## config.mk

```make
export PLATFORM = sky130hd
export DESIGN_NAME = spi_slave_rx
export DESIGN_NICKNAME = d
export VERILOG_FILES = /design/src/rtl/spi_slave_rx.sv
export SDC_FILE = /design/constraint.sdc
export NUM_CORES = 1
export LEC_CHECK = 0
export CAP_MARGIN = 20
export CORE_MARGIN = 3
export CORE_UTILIZATION = 40
export CTS_BUF_LIST = sky130_fd_sc_hd__clkbuf_8
export CTS_CLUSTER_SIZE = 16
export DETAILED_ROUTE_END_ITERATION = 16
export GPL_TIMING_DRIVEN = 0
export MAX_ROUTING_LAYER = met4
export SYNTH_ARGS = -nofsm -noshare
export SYNTH_HDL_FRONTEND = slang
export SYNTH_SLANG_ARGS = --single-unit
```

## constraint.sdc

```tcl
create_clock -name clk -period 1.69 [get_ports clk]
set_input_delay 0.4225 -clock clk [delete_from_list [all_inputs] [get_ports clk]]
set_output_delay 0.4225 -clock clk [all_outputs]
set_load 0.1 [all_outputs]
```

## src/rtl/spi_slave_rx.sv

```systemverilog
// SPI mode-0 slave endpoint: oversamples sck/csn/si in the clk domain, deserializes MSB-first
// 32-bit words into rx_data (valid/ready) and serializes a held tx word back on so.
// Optional feature macro: SPI_SLAVE_ECHO_EN (underrun loads return the last received word).
module spi_slave_rx #(
  parameter int unsigned SYNC_STAGES = 2
) (
  input  logic        clk,
  input  logic        rstn,
  input  logic        sck,
  input  logic        csn,
  input  logic        si,
  output logic        so,
  input  logic [31:0] tx_data,
  input  logic        tx_valid,
  output logic        tx_ready,
  output logic [31:0] rx_data,
  output logic        rx_valid,
  input  logic        rx_ready,
  output logic        frame_err,
  output logic        rx_overrun,
  output logic        tx_underrun
);

  typedef enum logic [1:0] {
    StWait,
    StIdle,
    StShift
  } state_e;

  // Cycles after reset until the synchronizer chains hold real pin samples.
  localparam logic [2:0] WarmCycles = 3'(SYNC_STAGES + 1);

  logic [SYNC_STAGES-1:0] sck_sync_q, csn_sync_q, si_sync_q;
  logic                   sck_prev_q, csn_prev_q;
  logic [2:0]             warm_q;
  logic                   warm_done;
  logic                   sck_s, csn_s, si_s;
  logic                   sck_rise, sck_fall, csn_rise, csn_fall;

  state_e      state_q, state_d;
  logic [31:0] shift_rx_q, shift_rx_d;
  logic [31:0] shift_tx_q, shift_tx_d;
  logic [4:0]  bit_cnt_q, bit_cnt_d;
  logic [31:0] hold_q, hold_d;
  logic        held_q, held_d;
  logic [31:0] rx_data_q, rx_data_d;
  logic        rx_valid_q, rx_valid_d;
  logic        frame_err_q, frame_err_d;
  logic        rx_overrun_q, rx_overrun_d;
  logic        tx_underrun_q, tx_underrun_d;
  // word_done: a word completed, the next sck fall reloads shift_tx.
  logic        word_done_q, word_done_d;
  // Boundary reloads only show the word on so; consuming it (or flagging an underrun) is
  // deferred to the next sck rise so a frame ending on a word boundary consumes nothing.
  logic        peek_pend_q, peek_pend_d;
  logic        peek_had_q, peek_had_d;
  logic [31:0] fill_word;
  logic [31:0] load_word;
  logic [31:0] rx_word;
  logic        tx_hs;
`ifdef SPI_SLAVE_ECHO_EN
  logic [31:0] last_rx_q, last_rx_d;
`endif

  assign sck_s = sck_sync_q[SYNC_STAGES-1];
  assign csn_s = csn_sync_q[SYNC_STAGES-1];
  assign si_s  = si_sync_q[SYNC_STAGES-1];

  assign sck_rise  = sck_s & ~sck_prev_q;
  assign sck_fall  = ~sck_s & sck_prev_q;
  assign csn_rise  = csn_s & ~csn_prev_q;
  assign csn_fall  = ~csn_s & csn_prev_q;
  assign warm_done = (warm_q == WarmCycles);

`ifdef SPI_SLAVE_ECHO_EN
  assign fill_word = last_rx_q;
`else
  assign fill_word = 32'h0000_0000;
`endif
  assign load_word = held_q ? hold_q : fill_word;
  assign rx_word   = {shift_rx_q[30:0], si_s};
  assign tx_hs     = tx_valid & ~held_q;

  // Pin synchronizers; csn idles high so its chain resets to 1.
  always_ff @(posedge clk or negedge rstn) begin
    if (!rstn) begin
      sck_sync_q <= '0;
      csn_sync_q <= '1;
      si_sync_q  <= '0;
    end else begin
      sck_sync_q <= {sck_sync_q[SYNC_STAGES-2:0], sck};
      csn_sync_q <= {csn_sync_q[SYNC_STAGES-2:0], csn};
      si_sync_q  <= {si_sync_q[SYNC_STAGES-2:0], si};
    end
  end

  // Edge-detect registers and post-reset warm-up counter.
  always_ff @(posedge clk or negedge rstn) begin
    if (!rstn) begin
      sck_prev_q <= 1'b0;
      csn_prev_q <= 1'b1;
      warm_q     <= 3'd0;
    end else begin
      sck_prev_q <= sck_s;
      csn_prev_q <= csn_s;
      if (!warm_done) begin
        warm_q <= warm_q + 3'd1;
      end
    end
  end

  // FSM state register.
  always_ff @(posedge clk or negedge rstn) begin
    if (!rstn) begin
      state_q <= StWait;
    end else begin
      state_q <= state_d;
    end
  end

  // Next-state, shift datapath, handshakes and status pulses.
  always_comb begin
    state_d       = state_q;
    shift_rx_d    = shift_rx_q;
    shift_tx_d    = shift_tx_q;
    bit_cnt_d     = bit_cnt_q;
    hold_d        = hold_q;
    held_d        = held_q;
    rx_data_d     = rx_data_q;
    rx_valid_d    = rx_valid_q;
    frame_err_d   = 1'b0;
    rx_overrun_d  = 1'b0;
    tx_underrun_d = 1'b0;
    word_done_d   = word_done_q;
    peek_pend_d   = peek_pend_q;
    peek_had_d    = peek_had_q;
`ifdef SPI_SLAVE_ECHO_EN
    last_rx_d     = last_rx_q;
`endif

    if (rx_valid_q && rx_ready) begin
      rx_valid_d = 1'b0;
    end

    unique case (state_q)
      StWait: begin
        // Only a csn seen high after warm-up proves no frame is in flight.
        if (warm_done && csn_s) begin
          state_d = StIdle;
        end
      end

      StIdle: begin
        if (csn_fall) begin
          state_d     = StShift;
          bit_cnt_d   = 5'd0;
          shift_tx_d  = load_word;
          word_done_d = 1'b0;
          peek_pend_d = 1'b0;
          if (held_q) begin
            held_d = 1'b0;
          end else begin
            tx_underrun_d = 1'b1;
          end
        end
      end

      StShift: begin
        if (csn_rise) begin
          state_d     = StIdle;
          word_done_d = 1'b0;
          peek_pend_d = 1'b0;
          if (bit_cnt_q != 5'd0) begin
            frame_err_d = 1'b1;
          end
        end else if (sck_rise) begin
          shift_rx_d = rx_word;
          bit_cnt_d  = bit_cnt_q + 5'd1;
          if (peek_pend_q) begin
            peek_pend_d = 1'b0;
            if (peek_had_q) begin
              held_d = 1'b0;
            end else begin
              tx_underrun_d = 1'b1;
            end
          end
          if (bit_cnt_q == 5'd31) begin
            word_done_d = 1'b1;
`ifdef SPI_SLAVE_ECHO_EN
            last_rx_d   = rx_word;
`endif
            if (!rx_valid_q || rx_ready) begin
              rx_data_d  = rx_word;
              rx_valid_d = 1'b1;
            end else begin
              rx_overrun_d = 1'b1;
            end
          end
        end else if (sck_fall) begin
          if (word_done_q) begin
            shift_tx_d  = load_word;
            word_done_d = 1'b0;
            peek_pend_d = 1'b1;
            peek_had_d  = held_q;
          end else begin
            shift_tx_d = {shift_tx_q[30:0], 1'b0};
          end
        end
      end

      default: begin
        state_d = StWait;
      end
    endcase

    // Only possible while empty, so it never races a consuming load.
    if (tx_hs) begin
      hold_d = tx_data;
      held_d = 1'b1;
    end
  end

  // Datapath and status registers.
  always_ff @(posedge clk or negedge rstn) begin
    if (!rstn) begin
      shift_rx_q    <= 32'h0000_0000;
      shift_tx_q    <= 32'h0000_0000;
      bit_cnt_q     <= 5'd0;
      hold_q        <= 32'h0000_0000;
      held_q        <= 1'b0;
      rx_data_q     <= 32'h0000_0000;
      rx_valid_q    <= 1'b0;
      frame_err_q   <= 1'b0;
      rx_overrun_q  <= 1'b0;
      tx_underrun_q <= 1'b0;
      word_done_q   <= 1'b0;
      peek_pend_q   <= 1'b0;
      peek_had_q    <= 1'b0;
    end else begin
      shift_rx_q    <= shift_rx_d;
      shift_tx_q    <= shift_tx_d;
      bit_cnt_q     <= bit_cnt_d;
      hold_q        <= hold_d;
      held_q        <= held_d;
      rx_data_q     <= rx_data_d;
      rx_valid_q    <= rx_valid_d;
      frame_err_q   <= frame_err_d;
      rx_overrun_q  <= rx_overrun_d;
      tx_underrun_q <= tx_underrun_d;
      word_done_q   <= word_done_d;
      peek_pend_q   <= peek_pend_d;
      peek_had_q    <= peek_had_d;
    end
  end

`ifdef SPI_SLAVE_ECHO_EN
  // Snapshot of the last completed receive word for echo on underrun.
  always_ff @(posedge clk or negedge rstn) begin
    if (!rstn) begin
      last_rx_q <= 32'h0000_0000;
    end else begin
      last_rx_q <= last_rx_d;
    end
  end
`endif

  assign so          = shift_tx_q[31];
  assign tx_ready    = ~held_q;
  assign rx_data     = rx_data_q;
  assign rx_valid    = rx_valid_q;
  assign frame_err   = frame_err_q;
  assign rx_overrun  = rx_overrun_q;
  assign tx_underrun = tx_underrun_q;

endmodule
```

Yosys cells after proc, flatten, opt, wreduce, memory -nomap -nowiden
Index checks and enable logic that the tools add are counted.
{"block": "op_classes", "add_sub_neg": 2, "n_mul": 0, "n_div": 0, "order_cmp": 0, "n_eq_ne": 19, "shift": 0, "mux": 53, "n_bitwise": 12, "n_reduce_logical": 17}
{"operator": "$mux 32", "count": 6}
{"operator": "$pmux 32 s2", "count": 1}
{"operator": "$mux 1", "count": 34}
{"operator": "$mux 5", "count": 3}
{"operator": "$ne 3x3->1 const B", "count": 5}
{"operator": "$reduce_and 5->1", "count": 3}
{"operator": "$ne 2x2->1 const B", "count": 7}
{"operator": "$ne 4x4->1 const B", "count": 3}
{"operator": "$reduce_and 4->1", "count": 3}
{"operator": "$pmux 5 s2", "count": 1}
{"operator": "$pmux 1 s2", "count": 4}
{"operator": "$not 1->1", "count": 7}
{"operator": "$mux 2", "count": 3}
{"operator": "$pmux 2 s3", "count": 1}
{"operator": "$reduce_and 3->1", "count": 2}
{"operator": "$reduce_and 6->1", "count": 1}
{"operator": "$add 5x1->5 const B", "count": 1}
{"operator": "$and 1x1->1", "count": 5}
{"operator": "$eq 5x5->1 const B", "count": 1}
{"operator": "$reduce_bool 5->1", "count": 1}
{"operator": "$add 3x1->3 const B", "count": 1}
{"operator": "$eq 3x2->1 const B", "count": 1}
{"operator": "$reduce_bool 3->1", "count": 1}
{"operator": "$eq 2x1->1 const B", "count": 1}
{"operator": "other kinds (6)", "count": 7}
{"block": "word_totals", "register_bits": 153, "latchBits": 0, "ramBits": 0, "rom_bits": 0, "output_inout_bits": 38, "mem_count": 0}

Longest topological paths before layout
Gate-level depths: netlist of the first run.
{"block": "depth", "ltp_word": 7, "ltp_mapped": 9}

Worst setup path after synthesis of the first run
No wires, ideal clock.
{"block": "synth_timing", "kind": "register to register", "start": "register rx_valid_q (netlist: rx_valid)", "end": "register rx_data_q[0] (netlist: rx_data[0])", "setup_time_ns": 0.128, "arrival_time_ns": 1.783, "t_required_ns": 1.562, "path_slack_ns": -0.222, "stages_incl_launch_ff": 5, "n_path_buf": 1, "path_cell_list": "dfrtp_1 nand2b_1 nand3_4 buf_6 mux2_1"}
{"block": "synth_between", "elab_chain_cells": 3}
{"element": "from (decl)", "line": "47", "text": "logic rx_valid_q, rx_valid_d;"}
{"element": "from (signal assigned)", "line": "246", "text": "rx_valid_q <= rx_valid_d;"}
{"element": "$logic_not 1->1", "line": "192", "text": "if (!rx_valid_q || rx_ready) begin"}
{"element": "$logic_or 1x1->1", "line": "192"}
{"element": "$reduce_and 5->1 (no line)"}
{"element": "to (signal assigned)", "line": "245", "text": "rx_data_q <= rx_data_d;"}
{"element": "to (decl)", "line": "46", "text": "logic [31:0] rx_data_q, rx_data_d;"}
Every way passes these cells.
A chain may end at the register's enable or synchronous reset.

Final worst setup path of the first run
{"block": "layout_timing", "start": "register state_q[1]", "end": "register shift_tx_q[1]"}
{"block": "layout_between", "elab_chain_cells": 3, "word_cells_on_any_way": 9, "classes_between": "6 x eq/ne; 1 x mux; 2 x reduce/logical"}
{"element": "from (decl)", "line": "40", "text": "state_e state_q, state_d;"}
{"element": "from (signal assigned)", "line": "115", "text": "state_q <= StWait;"}
{"element": "from (signal assigned)", "line": "117", "text": "state_q <= state_d;"}
{"element": "$eq 2x2->1 or $eq 2x1->1 (tied branches)", "line": "145", "text": "unique case (state_q)"}
{"element": "$ne 2x2->1 (no line) or $reduce_bool 2->1 (tied branches)"}
{"element": "$reduce_and 5->1 (no line)"}
{"element": "to (signal assigned)", "line": "241", "text": "shift_tx_q <= shift_tx_d;"}
{"element": "to (decl)", "line": "42", "text": "logic [31:0] shift_tx_q, shift_tx_d;"}
Parallel ways exist; a longest one is shown, timed or not.

==> results of run 1 <==
-- cells in the final DEF, fill, tap and decap left out, types with 3 or more instances in the layout --
cell type | synthesis | layout
ha_1 | 11 | 6
mux2_2 | 57 | 57
buf_6 | 4 | 8
nand2b_4 | 0 | 3
o21ai_0 | 6 | 4
buf_2 | 9 | 8
buf_12 | 0 | 3
nand3_1 | 38 | 37
mux2i_1 | 3 | 3
nand2b_1 | 6 | 4
bufinv_16 | 0 | 5
buf_8 | 0 | 6
inv_1 | 13 | 11
clkbuf_8 | 0 | 20
buf_16 | 0 | 6
ha_4 | 0 | 3
buf_4 | 0 | 32
mux2_4 | 0 | 39
nor3_1 | 3 | 3
clkbuf_2 | 0 | 4
nand2_1 | 162 | 162
dfrtp_1 | 150 | 148
clkbuf_4 | 0 | 30
and3_1 | 5 | 3
nor2b_1 | 9 | 8
clkinv_2 | 0 | 4
clkdlybuf4s50_1 | 0 | 37
a21oi_1 | 4 | 3
dfstp_2 | 3 | 3
nor2_1 | 5 | 5
-- registers in the layout, indices dropped and copies added (netlist names) --
name / cells
hold_q: 32
peek_had_q: 1
rx_overrun: 1
rx_data: 32
tx_underrun: 1
shift_tx_q: 32
sck_prev_q: 1
warm_q: 3
si_sync_q: 2
state_q: 2
sck_sync_q: 2
held_q: 1
csn_prev_q: 1
rx_valid: 1
frame_err: 1
csn_sync_q: 2
bit_cnt_q: 5
shift_rx_q: 31
word_done_q: 1
peek_pend_q: 1
-- how the worst max path moves through the flow --
stage,startpoint,cells after the start,end
floorplan,state_q[0]$_DFFE_PN0P_,8,shift_tx_q[31]$_DFFE_PN0P_
finish,state_q[1]$_DFFE_PN0P_,8,shift_tx_q[1]$_DFFE_PN0P_
global route,state_q[1]$_DFFE_PN0P_,8,shift_tx_q[14]$_DFFE_PN0P_
CTS,state_q[1]$_DFFE_PN0P_,7,bit_cnt_q[3]$_DFFE_PN0P_
global placement,rstn,1,rx_valid$_DFF_PN0_
detailed placement,held_q$_DFFE_PN0P_,4,tx_ready
-- final cells by class --
cell class	instances	area (um2)
Buffer	26	221
Clock buffer	19	262
Clock inverter	13	199
Fill cell	1362	6890
Inverter	13	52.6
Multi-Input combinational cell	371	2710
Sequential cell	153	3830
Tap cell	211	264
Timing Repair Buffer	113	1110
-- worst max-delay path, delay by kind of cell (launching register included) --
kind / cells / cell delay (ps)
mux: 1 / 300
flops: 1 / 420
buf+inv: 3 / 460
fa+ha+maj: 1 / 180
compound gates: 1 / 150
simple gates: 2 / 260
-- logic make-up (layout without fill, tap and decap cells) --
logic type	count (synthesis)	count (layout)	share of synthesized area
xor+xnor	1	1	0.00135
compound gates	21	21	0.0212
fa+ha+maj	11	11	0.0212
simple gates	238	238	0.161
buf+inv	44	184	0.0318
flops	153	153	0.591
mux	100	100	0.173
-- cell usage after synthesis (2+ instances only) --
cell	n
nand2_1	162
dfrtp_1	150
mux2_2	57
mux2_1	40
nand3_1	38
clkbuf_1	14
inv_1	13
ha_1	11
buf_2	9
nor2b_1	9
nand2b_1	6
o21ai_0	6
and3_1	5
nor2_1	5
a21oi_1	4
buf_1	4
buf_6	4
dfstp_2	3
mux2i_1	3
nor3_1	3
a22oi_1	2
nor3b_1	2
o31ai_1	2
or4_1	2
-- layer usage --
| layer | wire length [um] | vias up | track usage |
|---|---|---|---|
| met2 | 6710 | 110 | 0.267 |
| met3 | 493 | 18 | 0.0370 |
| met4 | 194 | 0 | 0.0566 |
| li1 | - | 2142 | - |
| met1 | 6250 | 2232 | 0.206 |
| met5 | 0 | - | - |
-- timing repair --
item	4_1_cts	5_1_grt
hold buffers	1	0
gates resized for setup	302	44
endpoints found under the setup margin	167	149
pin swaps	9	6
endpoints found under the hold margin	56	0
gates cloned	5	0
setup buffers	22	8
-- power by group through the flow --
| stage | combinational (mW) | clock (mW) | sequential [mW] |
|---|---|---|---|
| after global routing | 4.79 | 3.40 | 5.04 |
| after CTS | 4.29 | 3.25 | 4.93 |
| final | 4.41 | 3.17 | 4.93 |
| after global placement | 3.20 | 0 | 4.96 |
| after floorplan | 2.54 | 0 | 4.92 |
| after detailed placement | 3.35 | 0 | 4.99 |
-- per-stage QoR --
stage / total power [mW] / TNS [ps]
2_1_floorplan: 7.46 / -3230
3_3_place_gp: 8.16 / -931820
3_5_place_dp: 8.33 / -45280
4_1_cts: 12.5 / -5540
5_1_grt: 13.2 / -10640
6_report: 12.5 / -6830
==> results.toml, run 1 <==
[yosys]
synth_nets = 618
synth.avg_cell_area_um2 = 11.4
syn_inst = 568
yosysTopAreaCell = "dfrtp_1"
synth_edf_count = 0
synth_area_um2 = 6490
synth_area_leaders = "dfrtp_1, mux2_2, nand2_1, mux2_1, nand3_1"
synth-seq-cells = 153
yosysSeqAreaShare = 0.591
synth_warnings = 0
yosysTopAreaCellShare = 0.579
synth_ff_type = "dfrtp_1"
synth_cell_types = 38
synthArstFlopShare = 1.00

[finish]
fin_cells = 919
layout-drive-gt1-share = 0.359
stdcell_area_um2 = 8650
antenna_cells = 0
final_net_count = 745
fin_util = 0.557
synthToLayoutAreaGrowth_pct = 33.4

[sta]
setup_viol = 63
slew_headroom = 0.636
final.setup.worst_slack_ps = -185
worst_pin_slew_ps = 546
final.period_utilization = 1.11
max_freq_ghz = 0.533
period_needed_ps = 1880
finalClockSkew_ps = 8.11
hold_viol = 0
rsz0062_at_grt = "yes"
finalMaxSlewViolations = 0
holdWs_ps = 355

[grt]
grt.overflow.total = 0
grt_usage = 0.165
grt_pass1_wl_mm = 23.3
antenna_found_initial = 0
grt_pass1_vias = 4806
grt_max_degree = 95

[detailed_routing]
drtPass1Iterations = 5
final_antenna_net_count = 0
drtIter0Drc = 231
drc_errors = 0
routed_wl_mm = 13.6
post_drt_wl_per_cell_um = 14.8
vias = 4502
routed_via_density = 4.90

[worst_hold_path]
whs_endpoint = "si_sync_q[1]$_DFF_PN0_"
min-delay-start = "si_sync_q[0]$_DFF_PN0_"
min_path_cells = 0
hold_class = "flop to flop"

[critical_path]
crit_slowest_cell = "dfrtp_1"
endpoint_kind = "flop"
cpMostUsedCell = "buf_6"
crit_type = "flop to flop"
critPathRequiredTime_ps = 2020
path_cells = "buf_6 > ha_4 > nor2b_4 > o21ai_2 > nand4_1 > buf_6 > buf_8 > mux2_4"
ff2ff_setup_slack_ps = -190
arrival_ps = 2200
path_max_fanout = 8
r2r_cells = 8
regToRegStartpoint = "state_q[1]$_DFFE_PN0P_"
timing.rr.end = "shift_tx_q[1]$_DFFE_PN0P_"
startpoint_type = "flop"
slowest_delay_ps = 420

[die]
core_area_um2 = 15500
die-area_um2 = 17800
start_util = 0.417
rows = 45
ioPinCount = 77
die_x_um = 133
die_h_um = 133

[pwr]
power.share.switching = 0.297
p_switching_mw = 3.71
power_density_nw_per_um2 = 1440
p_seq_frac = 0.394
p_leak_nw = 4.36
power_frac_comb = 0.352
pwr-share-clk = 0.253
peakVddDrop_mv = 0.732
p_int_mw = 8.80

[cts]
htree_levels = 4
cts_buffer_depth = 2
cts.sinks = 153
cts.clk_slew.worst_paths_ps = 80
worst_skew_pair.late_latency_ps = 440
cts-root-buf = "clkbuf_8"
tritoncts = "yes"
cts_made_buffers = 17

[job]
drv_cap = 0

[placed_design]
dp_hpwl_mm = 8.82
dpl_cell_area_um2 = 7560
dp_cells = 856
io_buffers = 76
pre_cts_ws_ps = -841
gp_congestion = 0.757

[outcome]
status = "finished with violations"
failed_checks = "negative setup slack"
No activity file was read; power rests on OpenSTA's default activity.
==> run 2, diff against run 1 <==
--- a/config.mk
+++ b/config.mk
@@ -6,7 +6,6 @@
 export NUM_CORES = 1
 export LEC_CHECK = 0
 export CAP_MARGIN = 20
-export CORE_MARGIN = 3
 export CORE_UTILIZATION = 40
 export CTS_BUF_LIST = sky130_fd_sc_hd__clkbuf_8
 export CTS_CLUSTER_SIZE = 16
==> run 2 against run 1 <==
Effect of this change:
- the flow still finishes with violations (negative setup slack)
- critical endpoint is now bit_cnt_q[2]$_DFFE_PN0P_
- worst setup slack got worse by 26 ps
- maximum frequency fell by 1.4%
- clock-buffer cell count did not move
- sequential power barely moved
- total power rose by 0.99%
==> results.toml, run 2 (synthesized netlist as in run 1, its figures left out) <==
[detailed_routing]
drtPass1Iterations = 4
post_drt_wl_per_cell_um = 13.8
routed_wl_mm = 12.7
routed_via_density = 4.83
drc_errors = 0
drtIter0Drc = 223
vias = 4447
final_antenna_net_count = 0

[finish]
stdcell_area_um2 = 8440
fillers = 1396
final_common_cell = "nand2_1"
fin_cells = 921
antenna_cells = 0
fin_util = 0.532
final_net_count = 742
final_cell_mix = "nand2_1, dfrtp_1, mux2_2"
layout-drive-gt1-share = 0.312
synthToLayoutAreaGrowth_pct = 30.2

[pwr]
p_switching_mw = 3.71
peakVddDrop_mv = 0.867
pwr-share-clk = 0.251
power.share.switching = 0.293
power_density_nw_per_um2 = 1500
p_int_mw = 8.92
p_seq_frac = 0.390
p_leak_nw = 4.24
power_frac_comb = 0.360

[critical_path]
critPathRequiredTime_ps = 2020
crit_type = "flop to flop"
startpoint_type = "flop"
path_max_fanout = 7
endpoint_kind = "flop"
ff2ff_setup_slack_ps = -210
arrival_ps = 2230

[die]
core_area_um2 = 15900
ioPinCount = 77
rows = 46
die_x_um = 129
die-area_um2 = 16700
start_util = 0.408
die_h_um = 129

[placed_design]
io_buffers = 76
gp_congestion = 0.828
pre_cts_ws_ps = -802
dpl_cell_area_um2 = 7560
dp_cells = 861
dp_hpwl_mm = 8.39

[cts]
cts_buffer_depth = 2
tritoncts = "yes"
cts_made_buffers = 17
cts-root-buf = "clkbuf_8"
cts.clk_slew.worst_paths_ps = 80
worst_skew_pair.late_latency_ps = 450
cts.sinks = 153
htree_levels = 4

[sta]
final.setup.worst_slack_ps = -212
finalMaxSlewViolations = 0
slew_headroom = 0.644
max_freq_ghz = 0.526
holdWs_ps = 356
hold_viol = 0
rsz0062_at_grt = "yes"
setup_viol = 70
finalClockSkew_ps = 17.1
final.period_utilization = 1.13
worst_pin_slew_ps = 534
period_needed_ps = 1900

[grt]
grt_usage = 0.167
grt_pass1_vias = 4354
grt_max_degree = 98
grt_pass1_wl_mm = 20.9
grt.overflow.total = 0
antenna_found_initial = 0

[worst_hold_path]
hold_class = "flop to flop"

[outcome]
failed_checks = "negative setup slack"
status = "finished with violations"

[job]
drv_cap = 0
-- run 2: changes by cell type in the layout (fill, tap and decap cells not counted), sizes merged --
cell,change
inv,-1
clkinvlp,+1
buf,-3
-- run 2: final cells by class --
type	count	area (um2)	area share
Tap cell	216	270	0.0320
Buffer	30	265	0.0314
Clock inverter	13	201	0.0239
Timing Repair Buffer	106	980	0.116
Sequential cell	153	3830	0.454
Multi-Input combinational cell	371	2580	0.305
Clock buffer	19	262	0.0310
Inverter	13	52.6	0.00622
-- run 2: critical path, cell delays in order (launching register included) --
cell,delay (ps)
dfrtp_1,420
inv_2,60
ha_2,180
buf_6,130
nor2b_1,140
a211o_1,310
buf_4,170
o31ai_2,270
a21oi_2,100
-- run 2: power by group through the flow --
stage	clock network, mW	logic [mW]	registers, mW
global route	3.43	4.93	5.03
detailed placement	0	3.33	4.98
finish	3.17	4.54	4.92
CTS	3.25	3.79	4.91
global placement	0	3.20	4.95
floorplan	0	2.54	4.92
-- run 2: worst paths after layout --
kind,start,cells past startpoint,end
setup / recovery,state_q[1]$_DFFE_PN0P_,8,bit_cnt_q[2]$_DFFE_PN0P_
hold / removal,si_sync_q[0]$_DFF_PN0_,0,si_sync_q[1]$_DFF_PN0_
setup reg to reg,state_q[1]$_DFFE_PN0P_,8,bit_cnt_q[2]$_DFFE_PN0P_
hold reg to reg,si_sync_q[0]$_DFF_PN0_,0,si_sync_q[1]$_DFF_PN0_
max in group asynchronous,rstn,3,hold_q[9]$_DFFE_PN0P_
min in group asynchronous,rstn,2,rx_data[10]$_DFFE_PN0P_
-- run 2: per-layer routing --
metal,global-route usage,part of all wire,vias to the layer above
met1,0.221,0.48,2191
met2,0.252,0.47,101
met3,0.0413,0.044,12
met5,-,0,-
met4,0.0561,0.0094,0
li1,-,-,2143
-- run 2: timing repair --
action	CTS	global route
gates resized for setup	247	59
endpoints found under the setup margin	166	140
setup buffers	14	11
cloned	0	3
pin swaps	7	4
hold endpoints to repair	56	0
hold buffers	1	0
-- run 2: through the flow --
| step | TNS, ps | total power, mW |
|---|---|---|
| 2_1_floorplan | -3230 | 7.46 |
| 3_3_place_gp | -924690 | 8.15 |
| 3_5_place_dp | -48410 | 8.31 |
| 4_1_cts | -8160 | 12.0 |
| 5_1_grt | -12660 | 13.4 |
| 6_report | -8290 | 12.6 |
